<file path="src/rtl/avalon_st_mon_pkg.sv">
// Shared constants for the Avalon-ST RX statistics monitor: CSR map, CTRL bits,
// FSM states, statistic counter slots and the backpressure LFSR.
package avalon_st_mon_pkg;

    localparam logic [3:0] CSR_CTRL     = 4'd0;
    localparam logic [3:0] CSR_TARGET   = 4'd1;
    localparam logic [3:0] CSR_STATUS   = 4'd2;
    localparam logic [3:0] CSR_GOOD     = 4'd3;
    localparam logic [3:0] CSR_BAD      = 4'd4;
    localparam logic [3:0] CSR_RUNT     = 4'd5;
    localparam logic [3:0] CSR_OVERSIZE = 4'd6;
    localparam logic [3:0] CSR_FRAMING  = 4'd7;
    localparam logic [3:0] CSR_MAC_ERR  = 4'd8;
    localparam logic [3:0] CSR_BYTES_LO = 4'd9;
    localparam logic [3:0] CSR_BYTES_HI = 4'd10;

    localparam int CTRL_START = 0;
    localparam int CTRL_STOP  = 1;
    localparam int CTRL_CLEAR = 2;
    localparam int CTRL_BP_EN = 3;

    // Counter slots follow the CSR order starting at CSR_GOOD.
    localparam int CNT_GOOD    = 0;
    localparam int CNT_BAD     = 1;
    localparam int CNT_RUNT    = 2;
    localparam int CNT_OVER    = 3;
    localparam int CNT_FRAMING = 4;
    localparam int CNT_MAC     = 5;
    localparam int CNT_N       = 6;

    typedef enum logic [1:0] {
        ST_IDLE   = 2'd0,
        ST_ACTIVE = 2'd1,
        ST_DONE   = 2'd2
    } mon_state_e;

    localparam logic [15:0] LFSR_SEED = 16'hACE1;

    // Right-shifting Fibonacci form of x^16 + x^14 + x^13 + x^11 + 1.
    function automatic logic [15:0] lfsr_next(input logic [15:0] s);
        return {s[0] ^ s[2] ^ s[3] ^ s[5], s[15:1]};
    endfunction

endpackage

</file>
<file path="src/rtl/avalon_st_rx_stats_mon_sat_counter.sv">
// Saturating accumulator: adds amt when inc is set, sticks at all-ones, clr wins.
module sat_counter #(
    parameter int W = 32
) (
    input  logic         clk,
    input  logic         reset,
    input  logic         clr,
    input  logic         inc,
    input  logic [W-1:0] amt,
    output logic [W-1:0] q
);

    logic [W:0] sum;

    assign sum = {1'b0, q} + {1'b0, amt};

    always_ff @(posedge clk or posedge reset) begin
        if (reset)
            q <= '0;
        else if (clr)
            q <= '0;
        else if (inc)
            q <= sum[W] ? '1 : sum[W-1:0];
    end

endmodule

</file>
<file path="src/rtl/avalon_st_rx_stats_mon.sv">
// Avalon-ST RX packet monitor: checks framing and length of accepted beats,
// keeps saturating statistics and exposes them through an Avalon-MM CSR block.
module avalon_st_rx_stats_mon
    import avalon_st_mon_pkg::*;
#(
    parameter int DATA_W  = 64,
    parameter int EMPTY_W = 3,
    parameter int ERR_W   = 6,
    parameter int CNT_W   = 32,
    parameter int MIN_LEN = 64,
    parameter int MAX_LEN = 1518
) (
    input  logic               clk,
    input  logic               reset,
    input  logic [3:0]         avalon_mm_address,
    input  logic               avalon_mm_write,
    input  logic [31:0]        avalon_mm_writedata,
    input  logic               avalon_mm_read,
    output logic [31:0]        avalon_mm_readdata,
    input  logic [DATA_W-1:0]  avalon_st_rx_data,
    input  logic               avalon_st_rx_valid,
    input  logic               avalon_st_rx_sop,
    input  logic               avalon_st_rx_eop,
    input  logic [EMPTY_W-1:0] avalon_st_rx_empty,
    input  logic [ERR_W-1:0]   avalon_st_rx_error,
    output logic               avalon_st_rx_ready,
    input  logic               mac_rx_status_valid,
    input  logic               mac_rx_status_error,
    input  logic               stop_mon,
    output logic               mon_active,
    output logic               mon_done,
    output logic               mon_error
);

    localparam int BPB = DATA_W / 8;
    localparam int LEN_W = $clog2(MAX_LEN + 2) + 1;
    localparam logic [LEN_W-1:0] LEN_SAT = LEN_W'(MAX_LEN + 1);

    mon_state_e                   state;
    logic [15:0]                  lfsr;
    logic                         bp_en;
    logic [31:0]                  target;
    logic                         in_pkt;
    logic [LEN_W-1:0]             len, beat_bytes, sum_len, new_len;
    logic                         ctrl_wr, start_p, stop_p, clr_p, acc;
    logic                         abort, pkt_end, stray, runt, over, pkt_bad, pkt_good;
    logic                         tgt_hit, set_err;
    logic [CNT_W+1:0]             total_after;
    logic [CNT_N-1:0]             cnt_inc;
    logic [CNT_N-1:0][CNT_W-1:0]  cnt_amt, cnt_q;
    logic [2*CNT_W-1:0]           bytes_q;
    logic [31:0]                  rd_mux;
    logic                         unused_data;

    assign unused_data = ^avalon_st_rx_data;

    assign ctrl_wr = avalon_mm_write & (avalon_mm_address == CSR_CTRL);
    assign start_p = ctrl_wr & avalon_mm_writedata[CTRL_START];
    assign stop_p  = ctrl_wr & avalon_mm_writedata[CTRL_STOP];
    assign clr_p   = ctrl_wr & avalon_mm_writedata[CTRL_CLEAR];

    assign avalon_st_rx_ready = (state == ST_ACTIVE) & (~bp_en | lfsr[0]);
    assign acc = avalon_st_rx_valid & avalon_st_rx_ready;

    assign beat_bytes = avalon_st_rx_eop ? LEN_W'(BPB) - LEN_W'(avalon_st_rx_empty) : LEN_W'(BPB);
    assign sum_len    = (avalon_st_rx_sop ? '0 : len) + beat_bytes;
    assign new_len    = (sum_len > LEN_SAT) ? LEN_SAT : sum_len;

    // A SOP inside a packet aborts the old one; non-SOP beats outside a packet are strays.
    always_comb begin
        abort   = 1'b0;
        pkt_end = 1'b0;
        stray   = 1'b0;
        if (acc) begin
            if (avalon_st_rx_sop) begin
                abort   = in_pkt;
                pkt_end = avalon_st_rx_eop;
            end else if (in_pkt) begin
                pkt_end = avalon_st_rx_eop;
            end else begin
                stray = 1'b1;
            end
        end
    end

    assign runt     = pkt_end & (new_len < LEN_W'(MIN_LEN));
    assign over     = pkt_end & (new_len > LEN_W'(MAX_LEN));
    assign pkt_bad  = pkt_end & ((|avalon_st_rx_error) | runt | over);
    assign pkt_good = pkt_end & ~pkt_bad;

    always_comb begin
        cnt_inc = '0;
        for (int i = 0; i < CNT_N; i++)
            cnt_amt[i] = CNT_W'(1);
        cnt_inc[CNT_GOOD]    = pkt_good;
        cnt_inc[CNT_BAD]     = abort | pkt_bad;
        cnt_amt[CNT_BAD]     = CNT_W'(abort) + CNT_W'(pkt_bad);
        cnt_inc[CNT_RUNT]    = runt;
        cnt_inc[CNT_OVER]    = over;
        cnt_inc[CNT_FRAMING] = abort | stray;
        cnt_inc[CNT_MAC]     = mac_rx_status_valid & mac_rx_status_error;
    end

    assign set_err = cnt_inc[CNT_BAD] | cnt_inc[CNT_FRAMING] | cnt_inc[CNT_MAC];

    for (genvar g = 0; g < CNT_N; g++) begin : g_cnt
        sat_counter #(.W(CNT_W)) u_cnt (
            .clk   (clk),
            .reset (reset),
            .clr   (clr_p),
            .inc   (cnt_inc[g]),
            .amt   (cnt_amt[g]),
            .q     (cnt_q[g])
        );
    end

    sat_counter #(.W(2 * CNT_W)) u_bytes (
        .clk   (clk),
        .reset (reset),
        .clr   (clr_p),
        .inc   (pkt_good),
        .amt   ((2 * CNT_W)'(new_len)),
        .q     (bytes_q)
    );

    // Target is judged on post-increment totals so DONE lands on the packet end itself.
    assign total_after = (CNT_W + 2)'(cnt_q[CNT_GOOD]) + (CNT_W + 2)'(cnt_q[CNT_BAD])
                       + (CNT_W + 2)'(pkt_good) + (CNT_W + 2)'(abort) + (CNT_W + 2)'(pkt_bad);
    assign tgt_hit = (target != '0) & (abort | pkt_end) & (64'(total_after) >= 64'(target));

    always_ff @(posedge clk or posedge reset) begin
        if (reset) begin
            state      <= ST_IDLE;
            mon_active <= 1'b0;
            mon_done   <= 1'b0;
            in_pkt     <= 1'b0;
            len        <= '0;
        end else begin
            if (acc && (avalon_st_rx_sop || in_pkt)) begin
                len    <= new_len;
                in_pkt <= ~avalon_st_rx_eop;
            end
            case (state)
                ST_IDLE, ST_DONE: if (start_p) begin
                    state      <= ST_ACTIVE;
                    mon_active <= 1'b1;
                    mon_done   <= 1'b0;
                end
                ST_ACTIVE: if (stop_p || stop_mon || tgt_hit) begin
                    state      <= ST_DONE;
                    mon_active <= 1'b0;
                    mon_done   <= 1'b1;
                    in_pkt     <= 1'b0;
                end
                default: begin
                    state      <= ST_IDLE;
                    mon_active <= 1'b0;
                    mon_done   <= 1'b0;
                end
            endcase
        end
    end

    always_comb begin
        rd_mux = '0;
        case (avalon_mm_address)
            CSR_TARGET:   rd_mux = target;
            CSR_STATUS:   rd_mux = {29'd0, mon_error, mon_done, mon_active};
            CSR_GOOD, CSR_BAD, CSR_RUNT, CSR_OVERSIZE, CSR_FRAMING, CSR_MAC_ERR:
                          rd_mux = 32'(cnt_q[3'(avalon_mm_address - CSR_GOOD)]);
            CSR_BYTES_LO: rd_mux = 32'(bytes_q);
            CSR_BYTES_HI: rd_mux = 32'(bytes_q >> 32);
            default:      rd_mux = '0;
        endcase
    end

    always_ff @(posedge clk or posedge reset) begin
        if (reset) begin
            lfsr               <= LFSR_SEED;
            bp_en              <= 1'b0;
            target             <= '0;
            mon_error          <= 1'b0;
            avalon_mm_readdata <= '0;
        end else begin
            lfsr <= lfsr_next(lfsr);
            if (ctrl_wr)
                bp_en <= avalon_mm_writedata[CTRL_BP_EN];
            if (avalon_mm_write && avalon_mm_address == CSR_TARGET)
                target <= avalon_mm_writedata;
            if (clr_p)
                mon_error <= 1'b0;
            else if (set_err)
                mon_error <= 1'b1;
            if (avalon_mm_read)
                avalon_mm_readdata <= rd_mux;
        end
    end

endmodule

</file>
<file path="config.mk">
export PLATFORM = sky130hd
export DESIGN_NAME = avalon_st_rx_stats_mon
export DESIGN_NICKNAME = d
export VERILOG_FILES = /design/src/rtl/avalon_st_mon_pkg.sv /design/src/rtl/avalon_st_rx_stats_mon_sat_counter.sv /design/src/rtl/avalon_st_rx_stats_mon.sv
export SDC_FILE = /design/constraint.sdc
export NUM_CORES = 1
export LEC_CHECK = 0
export CAP_MARGIN = 10
export CORE_MARGIN = 2
export CORE_UTILIZATION = 40
export DETAILED_ROUTE_END_ITERATION = 10
export HOLD_SLACK_MARGIN = 0.05
export PLACE_DENSITY = 0.63
export REMOVE_ABC_BUFFERS = 1
export SLEW_MARGIN = 0
export SYNTH_ARGS = -nofsm -noshare
export SYNTH_HDL_FRONTEND = slang
export SYNTH_SLANG_ARGS = --single-unit
</file>
<file path="constraint.sdc">
create_clock -name clk -period 14.8 [get_ports clk]
set_clock_uncertainty 0.2 [all_clocks]
set_input_delay 2.22 -clock clk [delete_from_list [all_inputs] [get_ports clk]]
set_output_delay 2.22 -clock clk [all_outputs]
set_load 0.005 [all_outputs]
</file>
; Yosys cells after proc, flatten, opt, wreduce, memory -nomap -nowiden
; Cells that the tools add are included.
[word_totals]
ff_bits = 355
romBits = 0
latch_bits = 0
mem_count = 0
mem_bits_rw = 0
elab_cells = 146
[op_classes]
n_eq_ne = 14
n_div = 0
bitwise_logic = 27
n_shift = 0
add_sub_neg = 15
mul = 0
n_mux = 49
order_cmp = 5
reduce_logical = 19
[op_table]
columns = op, count
row1 = $mux W32, 19
row2 = $mux W64, 3
row3 = $add A32 B1 Y33 const B, 5
row4 = $pmux W32 S5, 1
row5 = $bmux W32 S3, 1
row6 = $add A34 B1 Y34, 2
row7 = $add A64 B12 Y65, 1
row8 = $mux W12, 3
row9 = $add A33 B1 Y34, 1
row10 = $ge A34 B32 Y1, 1
row11 = $add A32 B2 Y33, 1
row12 = $add A32 B32 Y33, 1
row13 = $reduce_bool A32 Y1, 1
row14 = $gt A12 B11 Y1 const B, 2
row15 = $mux W1, 17
row16 = $eq A4 B3 Y1 const B, 4
row17 = $reduce_bool A2 Y1, 7
row18 = $and A1 B1 Y1, 13
row19 = $add A12 B12 Y12, 1
row20 = $eq A4 B4 Y1 const B, 3
row21 = $lt A12 B7 Y1 const B, 1
row22 = $reduce_or A6 Y1, 2
row23 = $eq A4 B2 Y1 const B, 2
row24 = $or A1 B1 Y1, 8
row25 = other kinds (20), 29

; Longest topological paths before layout
[logic_depth]
depth_word = 20
depth_mapped = 27
mapped_depth_nobuf = 27

; By module
; From an unflattened synthesis, not the netlist that was laid out.
[unflattened]
hier_cells = 3885
area_unflattened_um2 = 34300.4
[modules_own_cells]
columns = mod, seq_area_each_um2, area_per_inst_um2, n_inst, cells_per_inst
row1 = sat_counter (g_cnt[0].u_cnt ...), 800.8, 3016.6, 4, 323
row2 = avalon_st_rx_stats_mon, 2462.4, 9541.7, 1, 1143
row3 = sat_counter (u_bytes), 1601.5, 6558.8, 1, 766
row4 = sat_counter (g_cnt[4].u_cnt ...), 800.8, 3066.7, 2, 342

; Worst setup path after synthesis
; OpenSTA, ideal clock, no wires.
[synth_timing]
kind = input to register
from = input port avalon_st_rx_sop
to = register u_bytes.q[54]
path_buffers = 3
setup_time_ns = 0.099
stages = 23
t_arrival_ns = 7.608
setup_slack_ns = 6.893
cell_sequence = clkbuf_1 -> clkbuf_1 -> nand2b_1 -> inv_1 -> ha_1 -> a211o_1 -> a21oi_2 -> or4_1 -> and2_1 -> nor2_1 -> nor2_1 -> nand2_1 -> ha_1 -> nor2b_1 -> o31a_1 -> o41ai_1 -> a2111oi_0 -> and4_1 -> clkbuf_1 -> o21ai_1 -> nor4b_4 -> and2_1 -> a311oi_1
[synth_between]
elab_chain_len = 12
word_cells_on_any_way = 20
cone_classes = add/sub: 2 / order compare: 3 / mux: 7 / bitwise: 7 / reduce/logical: 1
[synth_lines]
columns = element, line_no
row1 = start: declaration, avalon_st_rx_stats_mon.sv:22  ; input logic avalon_st_rx_sop,
row2 = $mux W12 (*), avalon_st_rx_stats_mon.sv:66  ; assign sum_len = (avalon_st_rx_sop ? '0 : len) + beat_bytes;
row3 = $add A12 B12 Y12 (*), avalon_st_rx_stats_mon.sv:66
row4 = $gt A12 B11 Y1, avalon_st_rx_stats_mon.sv:67  ; assign new_len = (sum_len > LEN_SAT) ? LEN_SAT : sum_len;
row5 = $mux W12 (*), avalon_st_rx_stats_mon.sv:67
row6 = net new_len[2], avalon_st_rx_stats_mon.sv:44  ; logic [LEN_W-1:0] len, beat_bytes, sum_len, new_len;
row7 = branches (longest 8 deep; another with $add A64 B12 Y65), -
row8 = end signal: assignment, avalon_st_rx_stats_mon_sat_counter.sv:23  ; q <= sum[W] ? '1 : sum[W-1:0];
row9 = end: declaration, avalon_st_rx_stats_mon_sat_counter.sv:10  ; output logic [W-1:0] q
; Mark *: on every way through the listed nets, which the timed path passes. The select of a mux whose other input is x is not followed.
; A chain may end at the register's enable or synchronous reset.

; Worst setup path after layout
[layout_timing]
from = input port avalon_st_rx_valid
to = register mon_done
[layout_between]
elab_chain_len = 16
word_cells_on_any_way = 20
cone_classes = add/sub: 3 / order compare: 1 / eq/ne: 1 / mux: 2 / bitwise: 11 / reduce/logical: 2
[layout_lines]
columns = element, line_no
row1 = start: declaration, avalon_st_rx_stats_mon.sv:21  ; input logic avalon_st_rx_valid,
row2 = $and A1 B1 Y1 (*), avalon_st_rx_stats_mon.sv:63  ; assign acc = avalon_st_rx_valid & avalon_st_rx_ready;
row3 = $mux W1, avalon_st_rx_stats_mon.sv:74  ; if (acc) begin
row4 = $and A1 B1 Y1, avalon_st_rx_stats_mon.sv:86  ; assign runt = pkt_end & (new_len < LEN_W'(MIN_LEN));
row5 = $or A1 B1 Y1 (2 in series), avalon_st_rx_stats_mon.sv:88  ; assign pkt_bad = pkt_end & ((|avalon_st_rx_error) | runt | over);
row6 = $and A1 B1 Y1, avalon_st_rx_stats_mon.sv:88
row7 = $not A1 Y1, avalon_st_rx_stats_mon.sv:89  ; assign pkt_good = pkt_end & ~pkt_bad;
row8 = $and A1 B1 Y1, avalon_st_rx_stats_mon.sv:89
row9 = $add A33 B1 Y34, avalon_st_rx_stats_mon.sv:128  ; + (CNT_W + 2)'(pkt_good) + (CNT_W + 2)'(abort) + (CNT_W + 2)'(pkt_bad);
row10 = $add A34 B1 Y34 (2 in series), avalon_st_rx_stats_mon.sv:128
row11 = $ge A34 B32 Y1, avalon_st_rx_stats_mon.sv:129  ; assign tgt_hit = (target != '0) & (abort | pkt_end) & (64'(total_after) >= 64'(target));
row12 = $and A1 B1 Y1 (*), avalon_st_rx_stats_mon.sv:129
row13 = $logic_or A1 B1 Y1 (*), avalon_st_rx_stats_mon.sv:149  ; ST_ACTIVE: if (stop_p || stop_mon || tgt_hit) begin
row14 = $ne A2 B1 Y1 (no source line) (*), -
row15 = $reduce_and A2 Y1 (no source line) (*), -
row16 = end signal: assignment, avalon_st_rx_stats_mon.sv:135  ; mon_done <= 1'b0;
row17 = end signal: assignment, avalon_st_rx_stats_mon.sv:147  ; mon_done <= 1'b0;
row18 = end signal: assignment, avalon_st_rx_stats_mon.sv:152  ; mon_done <= 1'b1;
row19 = end: declaration, avalon_st_rx_stats_mon.sv:31  ; output logic mon_done,
; Every way passes the cells marked *; elsewhere a longest branch is shown, timed or not.

==> out/metrics.cfg <==
[pwr]
switching_share=0.271
pwr-share-seq=0.441
p_int_w=0.00176
power-per-cell-area_nw_per_um2=90.8
leakagePower_nw=11.4
combPwrFrac=0.112
netSwitchingPower_w=0.000655
max-vdd-ir-drop_uv=83.0
power.share.clock=0.447

[run_status]
outcome=completed

[sta]
fin_tns_setup_ns=0
finalMaxSlewViolations=0
worst_pin_slew_ns=1.23
fmax_ghz=0.113
fin_crit_sh=0.596
rsz0062_at_grt=no
hold_violations=0
final.min_clock_period_ns=8.82
setup_viol=0
timing.slew.headroom=0.181

[global_routing]
grt_pass1_wl_um=122000
first_global_vias=20400
grt_use_total=0.255
antenna_found_initial=1
grt_overflow_total=0
use_met2=0.388
grt_max_degree=168
grt_use_met3=0.0450
grt_busiest_layer=met2
use_met1=0.363

[routing]
wl_per_cell_um=22.1
drc=0
drt-initial-drc-count=2360
vias_per_cell=6.26
routed_wl_um=78700
vias=22300
ant_nets=0
first_pass_iters=8

[yosys]
yosysWarnings=0
synth_seq_cells=353
synth_ff_type=dfrtp_1
syn_area_um2=23600
syn_inst=2754
synth_edf_count=0
yosysSeqAreaShare=0.374
yosysUniqueCellTypes=86
avgSynthCellArea_um2=8.58
async_flop_share=1.00

[floorplanning]
dieHeight_um=247
io_pins=155
die_x_um=247
start_util=0.403
core_area_um2=58700
die_area_um2=61100
rows=89

[cells_and_area]
nNetsFinal=3002
syn_to_final_growth_pct=12.3
num_antenna_cells=0
drive_gt1_frac=0.0563
fin_util=0.453
design_area_um2=26600

[place]
hpwl_um=57000
globalplace.congestion=0.974
io_buffers=90
placed_area_um2=25100

[clock_network]
post_cts_buffers=0
cts_root_buf=clkbuf_16
path_clk_slew_ns=0.06
clockBufferDepth=3
cts_tree=yes
clock-sinks=353
cts_resized=0
cts_buffers=42
hold_buffers=0
clkLatencyLatePin_ns=0.58
cts_max_level=2

[job]
drv_cap=0

[critical_path]
crit_required_ns=15.05
critPathArrivalTime_ns=9.07
end_kind=flop
reg2reg_slack_ns=7.45
startpoint_type=input pin
crit_type=in -> reg
cp_max_fo=16

[hold_path]
hold_path.class=reg -> reg

==> cell usage in the layout, fill, tap and decap left out, types with 12 or more instances in the layout <==
cell	Yosys	layout
xor2_1	18	18
nand3_1	120	120
a211oi_1	89	89
and3_1	74	73
and4_1	32	32
nand2b_1	17	17
nand4_1	48	48
ha_1	122	122
a21o_1	21	21
o21ai_0	186	186
a21oi_1	287	286
clkbuf_16	0	45
a311oi_1	64	64
mux2i_1	108	108
buf_4	1	22
a211o_1	12	12
dfrtp_1	345	345
nor2_1	205	204
a31oi_1	49	49
a22o_1	29	29
nand2_1	235	234
nor4_1	24	23
o22ai_1	36	36
or3_1	16	16
clkdlybuf4s50_1	0	89
xnor2_1	33	32
and2_1	33	32
nor3_1	84	84
inv_1	117	116
==> sequential cells by signal, indices dropped and copies added, names as in the netlist <==
name and count:
avalon_mm_readdata 32, bp_en 1, g_cnt.u_cnt.q 192, in_pkt 1, len 12, lfsr 16, mon_done 1, mon_error 1
state 1, target 32, u_bytes.q 64
==> worst max-delay path, cell delays in order <==
cell	delay (ns)
clkdlybuf4s50_1	0.46
inv_1	0.07
a211oi_4	0.32
o21ai_2	0.29
or2_2	0.44
inv_1	0.23
ha_1	0.28
inv_1	0.07
fa_1	0.17
inv_1	0.05
fa_1	0.40
a21o_1	0.21
a221o_1	0.36
a21oi_1	0.27
a21oi_1	0.24
a31o_2	0.32
o21a_1	0.17
nor2_1	0.12
xnor2_1	0.17
ha_1	0.27
nand4_1	0.11
nor2_1	0.07
a2111oi_0	0.34
a21oi_1	0.11
or3_1	0.34
a21oi_1	0.39
a211oi_1	0.20
a311o_1	0.36
==> area by class of cell <==
class | instances | area (um^2)
multi-input cells | 2128 | 13800
repair buffers | 113 | 1090
fillers | 5595 | 32100
inverters | 118 | 450
well taps | 773 | 967
clock buffers | 67 | 1320
clock inverters | 10 | 109
flip-flops and latches | 353 | 8840
==> routing by layer <==
layer / vias to the layer above / routed length, um / part of all wire
li1: 10300 / - / -
met5: - / 11 / 0.00014
met3: 125 / 6690 / 0.085
met1: 10900 / 34600 / 0.44
met4: 2 / 2600 / 0.033
met2: 904 / 34700 / 0.44
==> synth_stat cells (all sizes together), types with 9 or more instances <==
cell type	number	area share
a211o	12	0.0044
a211oi	90	0.029
a21o	21	0.0067
a21oi	288	0.061
a22o	29	0.011
a311oi	64	0.024
a31oi	49	0.013
a41o	9	0.0038
a41oi	9	0.0033
and2	35	0.0093
and3	74	0.020
and4	33	0.012
buf	22	0.0045
clkbuf	133	0.021
dfrtp	345	0.37
ha	122	0.065
inv	118	0.019
mux2	11	0.0052
mux2i	108	0.046
nand2	235	0.037
nand2b	17	0.0045
nand3	120	0.025
nand4	48	0.013
nor2	206	0.033
nor2b	11	0.0029
nor3	86	0.019
nor3b	9	0.0029
nor4	29	0.010
o21a	9	0.0029
o21ai	192	0.041
o22ai	36	0.0095
o31ai	10	0.0032
or2	11	0.0029
or3	16	0.0042
xnor2	33	0.012
xor2	18	0.0067
==> power by group through the flow <==
stage          clock network [W]  registers, W  logic, W
2_1_floorplan                  0       0.00106  0.000156
3_3_place_gp                   0       0.00108  0.000260
3_5_place_dp                   0       0.00108  0.000265
4_1_cts                  0.00110       0.00106  0.000267
5_1_grt                  0.00114       0.00107  0.000297
6_report                 0.00108       0.00106  0.000270
==> stage by stage <==
stage | setup WS, ns | total power [W] | cells | hold slack (ns)
floorplan | 2.60 | 0.00122 | 2599 | 0.131
CTS | 6.02 | 0.00243 | 3562 | 0.146
finish | 5.98 | 0.00241 | 3562 | 0.140
global placement | 5.48 | 0.00134 | 3485 | 0.134
global route | 5.54 | 0.00250 | 3562 | 0.159
detailed placement | 5.44 | 0.00135 | 3485 | 0.138
==> cell families (layout without fill, tap and decap cells) <==
family | count (synthesis) | count (layout) | synth area share
AND/OR/NAND/NOR | 946 | 946 | 0.203
AO/OA/AOI/OAI | 883 | 883 | 0.239
flip-flops | 353 | 353 | 0.374
buffers and inverters | 273 | 308 | 0.0444
adder cells (fa/ha/maj) | 128 | 128 | 0.0692
multiplexers | 119 | 119 | 0.0510
XOR/XNOR | 51 | 51 | 0.0189
other | 1 | 1 | 0.000159
==> worst paths after layout <==
path / end / cells past startpoint / from
setup / recovery: mon_done$_DFFE_PP0P_ / 28 / avalon_st_rx_valid
hold / removal: lfsr[8]$_DFF_PP0_ / 0 / lfsr[9]$_DFF_PP0_
setup reg to reg: mon_done$_DFFE_PP0P_ / 27 / mon_done$_DFFE_PP0P_
hold reg to reg: lfsr[8]$_DFF_PP0_ / 0 / lfsr[9]$_DFF_PP0_
max in group asynchronous: g_cnt[3].u_cnt.q[7]$_DFFE_PP0P_ / 4 / reset
min in group asynchronous: g_cnt[5].u_cnt.q[10]$_DFFE_PP0P_ / 2 / reset
Note: power is estimated with default switching activity, not from simulation.
==> RTL edit (same settings) <==
Encoding of `mon_state_e`: now one-hot (3 bits for 3 states).
--- a/src/rtl/avalon_st_mon_pkg.sv
+++ b/src/rtl/avalon_st_mon_pkg.sv
@@ -30,6 +30,6 @@
 
-    typedef enum logic [1:0] {
-        ST_IDLE   = 2'd0,
-        ST_ACTIVE = 2'd1,
-        ST_DONE   = 2'd2
+    typedef enum logic [2:0] {
+        ST_IDLE   = 3'b001,
+        ST_ACTIVE = 3'b010,
+        ST_DONE   = 3'b100
     } mon_state_e;
Behaviour: same outputs for any inputs over 4 cycles, from zero or initial values and one cycle with reset high; so few cycles prove little.
==> RTL edit against the original RTL <==
  * Area after synthesis fell by 0.17%
  * Die area fell by 0.17%
  * Total power rose by 4.3%
  * Sequential share of layout area barely moved
  * Routed wire length rose by 2.8%
  * Clock power rose by 14%
  * Setup slack got worse by 210 ps
  * Design area rose by 0.54%
  * Sequential cell count rose by 2
  * Critical path type unchanged
  * Critical endpoint is now u_bytes.q[37]
  * Highest routed layer is now met4
==> RTL edit: results (changes against the original RTL) <==
metric,value,unit,change
min_to,lfsr[0],,
synthTopCellsByArea,"dfrtp_1, ha_1, a21oi_1",,
drt-initial-drc-count,2353,,-0.30%
leakagePower,0.0117,µW,+2.8%
reg2reg_depth,29,,+7.4%
ys_types,92,,+7.0%
dp_hpwl,58100,µm,+1.8%
antenna_found_initial,0,,-1
regArea,8890,µm²,+0.58%
yosys-top-cells-count,"dfrtp_1, a21oi_1, nor2_1",,
totalWireLength,80900,µm,+2.8%
grt_max_degree,148,,-12%
hold_class,register to register,,
holdWs,150,ps,+9.79 ps
outcome,finished clean,,
grt_util_met1,37.6,%,+1.3 points
use_met2,39.5,%,+0.72 points
insertion_delay,600,ps,+20 ps
met3_length,6850,µm,+2.5%
placed_cells,3482,,-0.086%
p_sw_share,26.2,%,-0.94 points
syn_avg_cell_area,8.59,µm²,about the same
critPathArrivalTime,9260,ps,+190 ps
p_seq_share,41.9,%,-2.2 points
place_area,25100,µm²,-0.29%
slew-limit-headroom,17.5,%,-0.64 points
synth_xor_area_share,2.34,%,+0.45 points
slowest_delay,820,ps,+360 ps
min-delay-start,lfsr[1],,
cts_made_buffers,44,,+4.8%
grt.total_usage,26.2,%,+0.71 points
reg2reg_to,in_pkt,,
via_count,22400,,+0.46%
synth-compound-area-share,23.0,%,-0.95 points
reg2reg_setup_slack,7570,ps,+120 ps
first_global_vias,21000,,+2.9%
p_comb,235,µW,-13%
fillCellCount,5602,,+0.13%
grt_util_met3,3.81,%,-0.69 points
synth_mux_area_share,5.17,%,+0.078 points
synthAdderAreaFrac,6.89,%,-0.030 points
critPathMaxFanout,22,,+6
dpl_worst_slack,5320,ps,-126 ps
critPathSlowestCell,clkdlybuf4s50_1,,
grt_pass1_wl,124000,µm,+2.2%
routabilityCongestion,0.938,,-3.7%
reg2reg_from,state[1],,
ir_worst_vdd,74.7,µV,-10%
p_int,1860,µW,+5.7%
drive_gt1_share,5.98,%,+0.35 points
synth-seq-area-share,37.7,%,+0.28 points
## RTL edit: final cells by class
| cell class | count | area share (%) |
|---|---|---|
| multi-input combinational | 2129 | 51.2 |
| sequential | 355 | 33.3 |
| clock buffer | 61 | 4.67 |
| timing repair buffer | 115 | 4.18 |
| tap | 773 | 3.62 |
| inverter | 111 | 1.59 |
| clock inverter | 21 | 1.40 |
## RTL edit: worst max path at each step
stage	startpoint	endpoint	slack (ps)
after floorplan	reset	avalon_mm_readdata[0]	2550
after global placement	avalon_st_rx_sop	u_bytes.q[41]	5320
after detailed placement	avalon_st_rx_sop	u_bytes.q[37]	5320
after CTS	avalon_st_rx_sop	u_bytes.q[37]	5900
after global routing	avalon_st_rx_sop	u_bytes.q[33]	5250
final	avalon_st_rx_sop	u_bytes.q[37]	5770
